**config.mk**
```make
export PLATFORM = sky130hd
export DESIGN_NAME = uart_rx_ctrl_flat
export DESIGN_NICKNAME = d
export VERILOG_FILES = /design/src/rtl/uart_rx_ctrl_if.sv /design/src/rtl/uart_rx_ctrl.sv /design/src/flat_wrapper.sv
export SDC_FILE = /design/constraint.sdc
export NUM_CORES = 1
export LEC_CHECK = 0
export ABC_AREA = 1
export CORE_MARGIN = 3
export CORE_UTILIZATION = 51
export CTS_BUF_LIST = sky130_fd_sc_hd__clkbuf_4
export DETAILED_ROUTE_END_ITERATION = 12
export PLACE_DENSITY = 0.86
export SLEW_MARGIN = 20
export SYNTH_ARGS = -nofsm -noshare
export SYNTH_HDL_FRONTEND = slang
export SYNTH_SLANG_ARGS = --single-unit
export TNS_END_PERCENT = 10
```
**constraint.sdc**
```tcl
create_clock -name clk -period 1.9 [get_ports clk]
set_input_delay 0.19 -clock clk [delete_from_list [all_inputs] [get_ports clk]]
set_output_delay 0.19 -clock clk [all_outputs]
set_load 0.05 [all_outputs]
```
**src/rtl/uart_rx_ctrl_if.sv**
```systemverilog
// Host-side receive FIFO bus: consumer pops bytes and watches the flags.
interface uart_rx_ctrl_if #(
  parameter int DBIT   = 8,
  parameter int ADDR_W = 2
);
  logic              rd_en;
  logic [DBIT-1:0]   rd_data;
  logic              empty;
  logic              full;
  logic [ADDR_W:0]   count;
  logic              overrun;
  logic              ovr_clr;

  modport master (output rd_en, ovr_clr, input rd_data, empty, full, count, overrun);
  modport slave  (input rd_en, ovr_clr, output rd_data, empty, full, count, overrun);
endinterface

```
**src/rtl/uart_rx_ctrl.sv**
```systemverilog
// UART receiver wrapper: baud tick, line conditioning, core gating, FWFT receive FIFO.
// Optional macro UART_RX_GLITCH_FILTER_EN adds a 2-of-3 majority filter on rx_sync.
module uart_rx_ctrl #(
  parameter int DBIT       = 8,
  parameter int DIV_W      = 16,
  parameter int FIFO_DEPTH = 4,
  parameter int ADDR_W     = $clog2(FIFO_DEPTH)
) (
  input  logic              clk,
  input  logic              rst_n,
  input  logic              rx_en,
  input  logic [DIV_W-1:0]  baud_div,
  input  logic              rx_in,
  output logic              rx_sync,
  output logic              s_tick,
  output logic              rx_core_rst_n,
  input  logic              rx_done_tick,
  input  logic [DBIT-1:0]   rx_dout,
  uart_rx_ctrl_if.slave     host
);

  // ---- line synchronizer ----
  logic [1:0] sync_q;
  always_ff @(posedge clk or negedge rst_n)
    if (!rst_n) sync_q <= 2'b11;
    else        sync_q <= {sync_q[0], rx_in};

  // ---- core gating ----
  always_ff @(posedge clk or negedge rst_n)
    if (!rst_n) rx_core_rst_n <= 1'b0;
    else        rx_core_rst_n <= rx_en;

  // ---- baud generator; >= keeps it bounded when baud_div drops below the count ----
  logic [DIV_W-1:0] div_cnt;
  always_ff @(posedge clk or negedge rst_n)
    if (!rst_n) begin
      div_cnt <= '0;
      s_tick  <= 1'b0;
    end else if (!rx_en) begin
      div_cnt <= '0;
      s_tick  <= 1'b0;
    end else if (div_cnt >= baud_div) begin
      div_cnt <= '0;
      s_tick  <= 1'b1;
    end else begin
      div_cnt <= div_cnt + DIV_W'(1);
      s_tick  <= 1'b0;
    end

`ifdef UART_RX_GLITCH_FILTER_EN
  logic [2:0] flt_sh;
  logic       flt_q;
  always_ff @(posedge clk or negedge rst_n)
    if (!rst_n) begin
      flt_sh <= 3'b111;
      flt_q  <= 1'b1;
    end else begin
      if (!rx_en)      flt_sh <= 3'b111;
      else if (s_tick) flt_sh <= {flt_sh[1:0], sync_q[1]};
      flt_q <= (flt_sh[0] & flt_sh[1]) | (flt_sh[0] & flt_sh[2]) | (flt_sh[1] & flt_sh[2]);
    end
  assign rx_sync = flt_q;
`else
  assign rx_sync = sync_q[1];
`endif

  // ---- receive FIFO ----
  logic [DBIT-1:0]   mem [FIFO_DEPTH];
  logic [ADDR_W-1:0] wr_ptr, rd_ptr;
  logic [ADDR_W:0]   cnt;
  logic              push, pop, wr_ok, drop;

  assign host.empty   = (cnt == '0);
  assign host.full    = (cnt == (ADDR_W+1)'(FIFO_DEPTH));
  assign host.count   = cnt;
  assign host.rd_data = mem[rd_ptr];

  assign push  = rx_done_tick & rx_en;
  assign pop   = host.rd_en & ~host.empty;
  // When full, a same-cycle pop frees the head slot the write lands in.
  assign wr_ok = push & (~host.full | pop);
  assign drop  = push & host.full & ~pop;

  always_ff @(posedge clk or negedge rst_n)
    if (!rst_n) begin
      for (int i = 0; i < FIFO_DEPTH; i++) mem[i] <= '0;
      wr_ptr <= '0;
      rd_ptr <= '0;
      cnt    <= '0;
    end else begin
      if (wr_ok) begin
        mem[wr_ptr] <= rx_dout;
        wr_ptr      <= wr_ptr + ADDR_W'(1);
      end
      if (pop) rd_ptr <= rd_ptr + ADDR_W'(1);
      if (wr_ok && !pop)      cnt <= cnt + (ADDR_W+1)'(1);
      else if (pop && !wr_ok) cnt <= cnt - (ADDR_W+1)'(1);
    end

  // Drop wins over clear so a byte lost during the clear is still reported.
  always_ff @(posedge clk or negedge rst_n)
    if (!rst_n)            host.overrun <= 1'b0;
    else if (drop)         host.overrun <= 1'b1;
    else if (host.ovr_clr) host.overrun <= 1'b0;

endmodule

```
**src/flat_wrapper.sv**
```systemverilog
// flat-port wrapper written by rule: the top's interface ports become plain ports
module uart_rx_ctrl_flat 
#(
  parameter int DBIT       = 8,
  parameter int DIV_W      = 16,
  parameter int FIFO_DEPTH = 4,
  parameter int ADDR_W     = $clog2(FIFO_DEPTH)
)
  (clk, rst_n, rx_en, baud_div, rx_in, rx_sync, s_tick, rx_core_rst_n, rx_done_tick, rx_dout, host_rd_en, host_ovr_clr, host_rd_data, host_empty, host_full, host_count, host_overrun);
  uart_rx_ctrl_if #(.DBIT(DBIT), .ADDR_W(ADDR_W)) host_i ();
  input  logic clk;
  input  logic rst_n;
  input  logic rx_en;
  input  logic [DIV_W-1:0] baud_div;
  input  logic rx_in;
  output logic rx_sync;
  output logic s_tick;
  output logic rx_core_rst_n;
  input  logic rx_done_tick;
  input  logic [DBIT-1:0] rx_dout;
  input wire logic [$bits(host_i.rd_en)-1:0] host_rd_en;
  input wire logic [$bits(host_i.ovr_clr)-1:0] host_ovr_clr;
  output wire logic [$bits(host_i.rd_data)-1:0] host_rd_data;
  output wire logic [$bits(host_i.empty)-1:0] host_empty;
  output wire logic [$bits(host_i.full)-1:0] host_full;
  output wire logic [$bits(host_i.count)-1:0] host_count;
  output wire logic [$bits(host_i.overrun)-1:0] host_overrun;
  assign host_i.rd_en = host_rd_en;
  assign host_i.ovr_clr = host_ovr_clr;
  assign host_rd_data = host_i.rd_data;
  assign host_empty = host_i.empty;
  assign host_full = host_i.full;
  assign host_count = host_i.count;
  assign host_overrun = host_i.overrun;
  uart_rx_ctrl #(.DBIT(DBIT), .DIV_W(DIV_W), .FIFO_DEPTH(FIFO_DEPTH), .ADDR_W(ADDR_W)) u_core (.clk(clk), .rst_n(rst_n), .rx_en(rx_en), .baud_div(baud_div), .rx_in(rx_in), .rx_sync(rx_sync), .s_tick(s_tick), .rx_core_rst_n(rx_core_rst_n), .rx_done_tick(rx_done_tick), .rx_dout(rx_dout), .host(host_i));
endmodule
```
==> results.yml, run 1 <==
run_status:
  status: "finished, violations left"
  violations: "setup timing"
synth:
  synth-xor-area-share_pct: 3.997
  synth_area_um2: 3287
  muxShareOfSynthArea_pct: 0.3426
  synth_fa_ha_area_share_pct: 8.984
  synth_nets: 425
  ys_types: 32
  synth_top_family_by_area: "simple AND/OR/NAND/NOR gates"
  yosysMostFrequentCell: "nand2_1"
  yosys.area_share.simple_pct: 20.14
  yosys-top-cells-count: "nand2_1 (65), dfrtp_1 (58), nor2_1 (49)"
  synth_edf_count: 0
  synth_top_cell_area_share_pct: 44.16
  synth_top_cell_by_area: "dfrtp_1"
  synth-compound-area-share_pct: 12.30
  async_flop_share_pct: 100.0
  synthCells: 371
  yosysSeqAreaShare_pct: 45.76
  syn_avg_cell_area_um2: 8.860
  synth_ff_type: "dfrtp_1"
  synth.area.top_cells: "dfrtp_1 (44%), ha_1 (8.4%), nand2_1 (7.4%)"
  ys_warn_count: 0
  ys_ff_latch: 60
floorplan:
  die_h_um: 86.28
  dieArea_um2: 7444
  fp.coreArea_um2: 6096
  num_rows: 28
  initial_utilization_pct: 53.92
  io_pins: 48
  die_x_um: 86.28
placement:
  port_buffers: 47
  dp.cells: 501
  post-dp-hpwl_mm: 4.898
  place_congestion: 0.9111
  dp_slack_ns: -0.1187
sta:
  fmax_ghz: 0.5100
  rsz0062_at_grt: "true"
  fin_tns_setup_ns: -0.09739
  clock_skew_ns: 0.01700
  drv_slew: 0
  tightest_slew_ns: 0.5007
  setup_ws_ns: -0.06087
  whs_ns: 0.1767
  relSlewSlack_pct: 66.52
  finalSetupViolations: 2
  period_minus_slack_ns: 1.961
  fin_crit_sh_pct: 103.2
  hold_violations: 0
finish:
  final.fill_count: 430
  utilization_pct: 68.68
  diodes: 0
  final_nets: 493
  final_cells: 519
  syn_to_final_growth_pct: 27.37
  drive_gt1_share_pct: 15.77
worst_setup_path:
  crit_family: "adder cells"
  crit_required_ns: 2.20
  path_cells: "or2_4 > nor2_4 > nand2_2 > nand2_4 > inv_8 > ha_4 > inv_2 > fa_1 > mux2_2"
  cpPeakStageDelay_ns: 0.41
  reg2reg_depth: 9
  crit_type: "reg -> reg"
  crit_fanout: 3
  crit_path_end_kind: "register"
  slowest_stage: "dfrtp_2"
  path_buf_inv: 2
  cp_num_cells: 9
  crit_path_start_kind: "register"
  crit_arrival_ns: 2.26
global_route:
  grt_pass1_vias: 2698
  grt_overflow: 0
  grt_use_total_pct: 20.12
  grt_first_pass_wirelength_mm: 11.81
  antenna_found_initial: 0
  grt_max_degree: 61
route:
  wire_per_inst_um: 13.38
  vias_per_cell: 5.171
  drc: 0
  drt_wl_total_mm: 6.945
  drt_iter0_drc: 154
  antenna_left: 0
  dr.pass1.iters: 4
  vias: 2684
clock_tree:
  clockBufferDepth: 2
  cts_made_buffers: 9
  cts_htree_levels: 3
  cts_tree: "yes"
  clk_pin_slew_worst_paths_ns: 0.09
  clock_latency_ns: 0.42
  clockRootBuffer: "clkbuf_4"
  cts_sinks: 60
run:
  max_cap_viol_count: 0
min_path:
  hold_depth: 1
  min_path_type: "in -> reg"
power_and_ir_drop:
  p_leak_nw: 1.994
  ir_drop_v: 0.001184
  cellPowerDensity_nw_per_um2: 1483
-- cell usage in the layout, fill, tap and decap left out, types with 5 or more instances in the layout --
cell type	instances
o21ai_0	41
dfrtp_1	55
clkbuf_4	9
ha_1	21
o21ai_1	7
buf_12	11
nand2_1	65
xor2_1	12
nor2_1	49
o21ai_2	5
nand3_1	9
o22ai_1	9
inv_1	45
buf_4	16
a21oi_1	7
clkdlybuf4s50_1	33
-- power breakdown --
group          switching [W]  total, W  internal [W]
logic                0.00182   0.00324       0.00141
registers           0.000251   0.00194       0.00169
clock network       0.000498   0.00103      0.000529
-- stage by stage --
step                      area [um2]  power, W
after detailed placement        4003  0.005198
after global routing            4187  0.006568
after CTS                       4177  0.006220
after floorplan                 3302  0.003840
final                           4187  0.006207
after global placement          4003  0.005102
-- kinds of logic after synthesis --
logic type	Yosys count
and+or+nand+nor	143
AOI/OAI and AO/OA	73
DFF	60
buffers and inverters	56
adders and majority gates	23
xor gates and xnor gates	15
muxes	1
-- path summary, 6_finish.rpt --
path | endpoint | startpoint | slack [ns]
min in group asynchronous | u_core.mem[18]$_DFFE_PN0P_ | rst_n | 0.30
worst min register to register | u_core.sync_q[1]$_DFF_PN1_ | u_core.sync_q[0]$_DFF_PN1_ | 0.36
max in group asynchronous | u_core.sync_q[1]$_DFF_PN1_ | rst_n | 1.27
worst min-delay path | u_core.sync_q[0]$_DFF_PN1_ | rx_in | 0.18
worst max-delay path | u_core.host.count[1]$_DFFE_PN0P_ | u_core.host.count[0]$_DFFE_PN0P_ | -0.06
worst max register to register | u_core.host.count[1]$_DFFE_PN0P_ | u_core.host.count[0]$_DFFE_PN0P_ | -0.06
-- final cells by class --
type | instances | area (um2) | share of cell area, %
Inverter | 48 | 187.7 | 4.483
Tap cell | 75 | 93.84 | 2.241
Clock buffer | 9 | 67.56 | 1.614
Sequential cell | 60 | 1508 | 36.01
Timing Repair Buffer | 65 | 715.7 | 17.10
Clock inverter | 7 | 91.34 | 2.182
Multi-Input combinational cell | 255 | 1523 | 36.37
-- what timing repair did --
action / 4_1_cts / 5_1_grt
resized for setup: 5 / 3
endpoints found under the hold margin: 58 / 0
setup endpoints to repair: 12 / 11
pin swaps: 5 / 0
hold buffers: 1 / 0
buffers inserted: 1 / 0
-- worst reg2reg max path, cell delays in order, from the launching register on --
cell,delay (ns)
dfrtp_2,0.41
or2_4,0.27
nor2_4,0.09
nand2_2,0.08
nand2_4,0.09
inv_8,0.03
ha_4,0.15
inv_2,0.05
fa_1,0.41
mux2_2,0.27
-- state kept, by name, indices dropped and copies added, names as in the netlist --
name and cells:
u_core.sync_q 2, u_core.div_cnt 16, u_core.mem 32, u_core.host.count 3
u_core.rx_core_rst_n 1, u_core.s_tick 1, u_core.wr_ptr 2, u_core.rd_ptr 2
u_core.host.overrun 1
-- routing by layer --
metal	track usage, %	part of all wire [%]	up-vias
li1	-	-	1338
met1	24.37	42	1270
met2	34.62	51	60
met3	4.753	4.5	16
met4	8.074	2.0	0
met5	0	0	-
Note: power is estimated with default switching activity, not from simulation.
==> inputs of run 2 (changes only) <==
--- a/config.mk
+++ b/config.mk
@@ -9,6 +9,7 @@
 export CORE_MARGIN = 3
-export CORE_UTILIZATION = 51
+export CORE_UTILIZATION = 61
 export CTS_BUF_LIST = sky130_fd_sc_hd__clkbuf_4
 export DETAILED_ROUTE_END_ITERATION = 12
-export PLACE_DENSITY = 0.86
+export GPL_ROUTABILITY_DRIVEN = 0
+export PLACE_DENSITY = 0.95
 export SLEW_MARGIN = 20
==> constraint.sdc (replaced) <==
create_clock -name clk -period 2.3 [get_ports clk]
set_input_delay 0.46 -clock clk [delete_from_list [all_inputs] [get_ports clk]]
set_output_delay 0.46 -clock clk [all_outputs]
set_load 0.05 [all_outputs]
==> results.yml, run 2 (synthesis results as in run 1) <==
run_status:
  status: "complete, no violations"
route:
  vias: 2806
  dr.pass1.iters: 5
  antenna_left: 0
  vias_per_cell: 5.579
  drt_iter0_drc: 232
  wire_per_inst_um: 14.94
  drc: 0
  drt_wl_total_mm: 7.513
run:
  max_cap_viol_count: 0
power_and_ir_drop:
  p_total_w: 0.004931
  ir_drop_v: 0.001041
  cellPowerDensity_nw_per_um2: 1223
  p_leak_nw: 1.896
worst_setup_path:
  reg2reg_depth: 8
  crit_family: "buffers and inverters"
  crit_arrival_ns: 1.71
  reg2reg_setup_slack_ns: 0.18
  crit_type: "reg -> out"
  path_buf_inv: 1
  crit_required_ns: 1.84
  slowest_stage: "clkdlybuf4s50_1"
  cp_num_cells: 1
  path_cells: "clkdlybuf4s50_1"
  crit_path_start_kind: "register"
  crit_path_end_kind: "primary output"
  crit_fanout: 1
  cpPeakStageDelay_ns: 0.79
sta:
  period_minus_slack_ns: 2.165
  clock_skew_ns: 0.01742
  fin_tns_setup_ns: 0
  hold_violations: 0
  fin_crit_sh_pct: 94.14
  setup_ws_ns: 0.1349
  fmax_ghz: 0.4619
  finalSetupViolations: 0
  rsz0062_at_grt: "true"
  drv_slew: 0
  tightest_slew_ns: 0.5080
  relSlewSlack_pct: 66.03
min_path:
  min_path_type: "in -> async"
finish:
  largest_reg_flops: 32
  diodes: 0
  layout_commonest_cell: "nand2_1"
  drive_gt1_share_pct: 13.63
  layout_common_cells: "nand2_1 (65), dfrtp_1 (56), nor2_1 (49)"
  top_register: "u_core.mem"
  final_nets: 482
  syn_to_final_growth_pct: 22.61
  utilization_pct: 77.91
global_route:
  grt_max_degree: 38
  grt_pass1_vias: 2865
  antenna_found_initial: 0
  grt_overflow: 0
  grt_first_pass_wirelength_mm: 12.59
  grt_use_total_pct: 25.82
clock_tree:
  clock_latency_ns: 0.40
  clockRootBuffer: "clkbuf_4"
  post_cts_buffers: 0
  clk_pin_slew_worst_paths_ns: 0.10
  cts_made_buffers: 9
  cts_sinks: 60
  cts_tree: "yes"
  cts_htree_levels: 3
  clockBufferDepth: 2
placement:
  dp_slack_ns: -0.05434
  port_buffers: 47
  post-dp-hpwl_mm: 5.254
floorplan:
  die_h_um: 79.41
  fp.coreArea_um2: 5172
  initial_utilization_pct: 63.55
  die_x_um: 79.41
  io_pins: 48
  num_rows: 26
  dieArea_um2: 6305
run 2: cell types whose count changed in the layout (fill, tap and decap cells not counted), moves of 2 or more:
cell,before,now
buf_12,11,8
buf_4,16,9
clkdlybuf4s50_1,33,36
clkinvlp_4,0,3
dlygate4sd2_1,2,0
run 2: power breakdown:
part	leakage, nW	switching (W)	total, W	internal (W)
sequential	0.762	0.000255	0.00165	0.00140
clock	0.0693	0.000400	0.000725	0.000325
combinational	1.06	0.00149	0.00255	0.00106
total	1.90	0.00215	0.00493	0.00279
run 2: metrics by stage:
step                hold WS (ns)  cells  area (um2)
floorplan                 0.1644    371        3302
global placement          0.3484    487        3891
detailed placement        0.3513    487        3891
CTS                      0.03465    503        4026
global route             0.02521    503        4030
finish                   0.03328    503        4030
run 2: final timing paths:
kind                                                        from                               end
worst min-delay path                                       rst_n        u_core.mem[14]$_DFFE_PN0P_
worst max register to register  u_core.host.count[1]$_DFFE_PN0P_  u_core.host.count[2]$_DFFE_PN0P_
max in group asynchronous                                  rst_n        u_core.sync_q[1]$_DFF_PN1_
worst min register to register        u_core.sync_q[0]$_DFF_PN1_        u_core.sync_q[1]$_DFF_PN1_
worst max-delay path                  u_core.sync_q[1]$_DFF_PN1_                           rx_sync
min in group clk                      u_core.sync_q[0]$_DFF_PN1_        u_core.sync_q[1]$_DFF_PN1_
run 2: area by class of cell:
| cell class | count | area [um2] |
|---|---|---|
| multi-input cells | 255 | 1516 |
| flip-flops and latches | 60 | 1506 |
| fillers | 311 | 1142 |
| repair buffers | 54 | 593.1 |
| inverters | 48 | 191.4 |
| well taps | 70 | 87.58 |
| clock buffers | 9 | 67.56 |
| clock inverters | 7 | 67.56 |
run 2: timing repair:
item / CTS / global route
resized for setup: 0 / 3
endpoints found under the setup margin: 0 / 9
hold buffers: 0 / 0
endpoints found under the hold margin: 0 / 0
run 2: routing by layer:
layer | global-route usage, % | share of wire [%] | vias up
li1 | - | - | 1315
met1 | 29.25 | 39 | 1335
met2 | 45.79 | 52 | 127
met3 | 5.982 | 5.2 | 29
met4 | 12.20 | 3.3 | 0
met5 | 0 | 0 | -
==> inputs of run 3 (changes only) <==
Settings changed: ABC_CLOCK_PERIOD_IN_PS set to 2300, SKIP_CTS_REPAIR_TIMING set to 1.
==> results of run 3 <==
No change in the layout: final DEF, timing and power equal those of run 2.
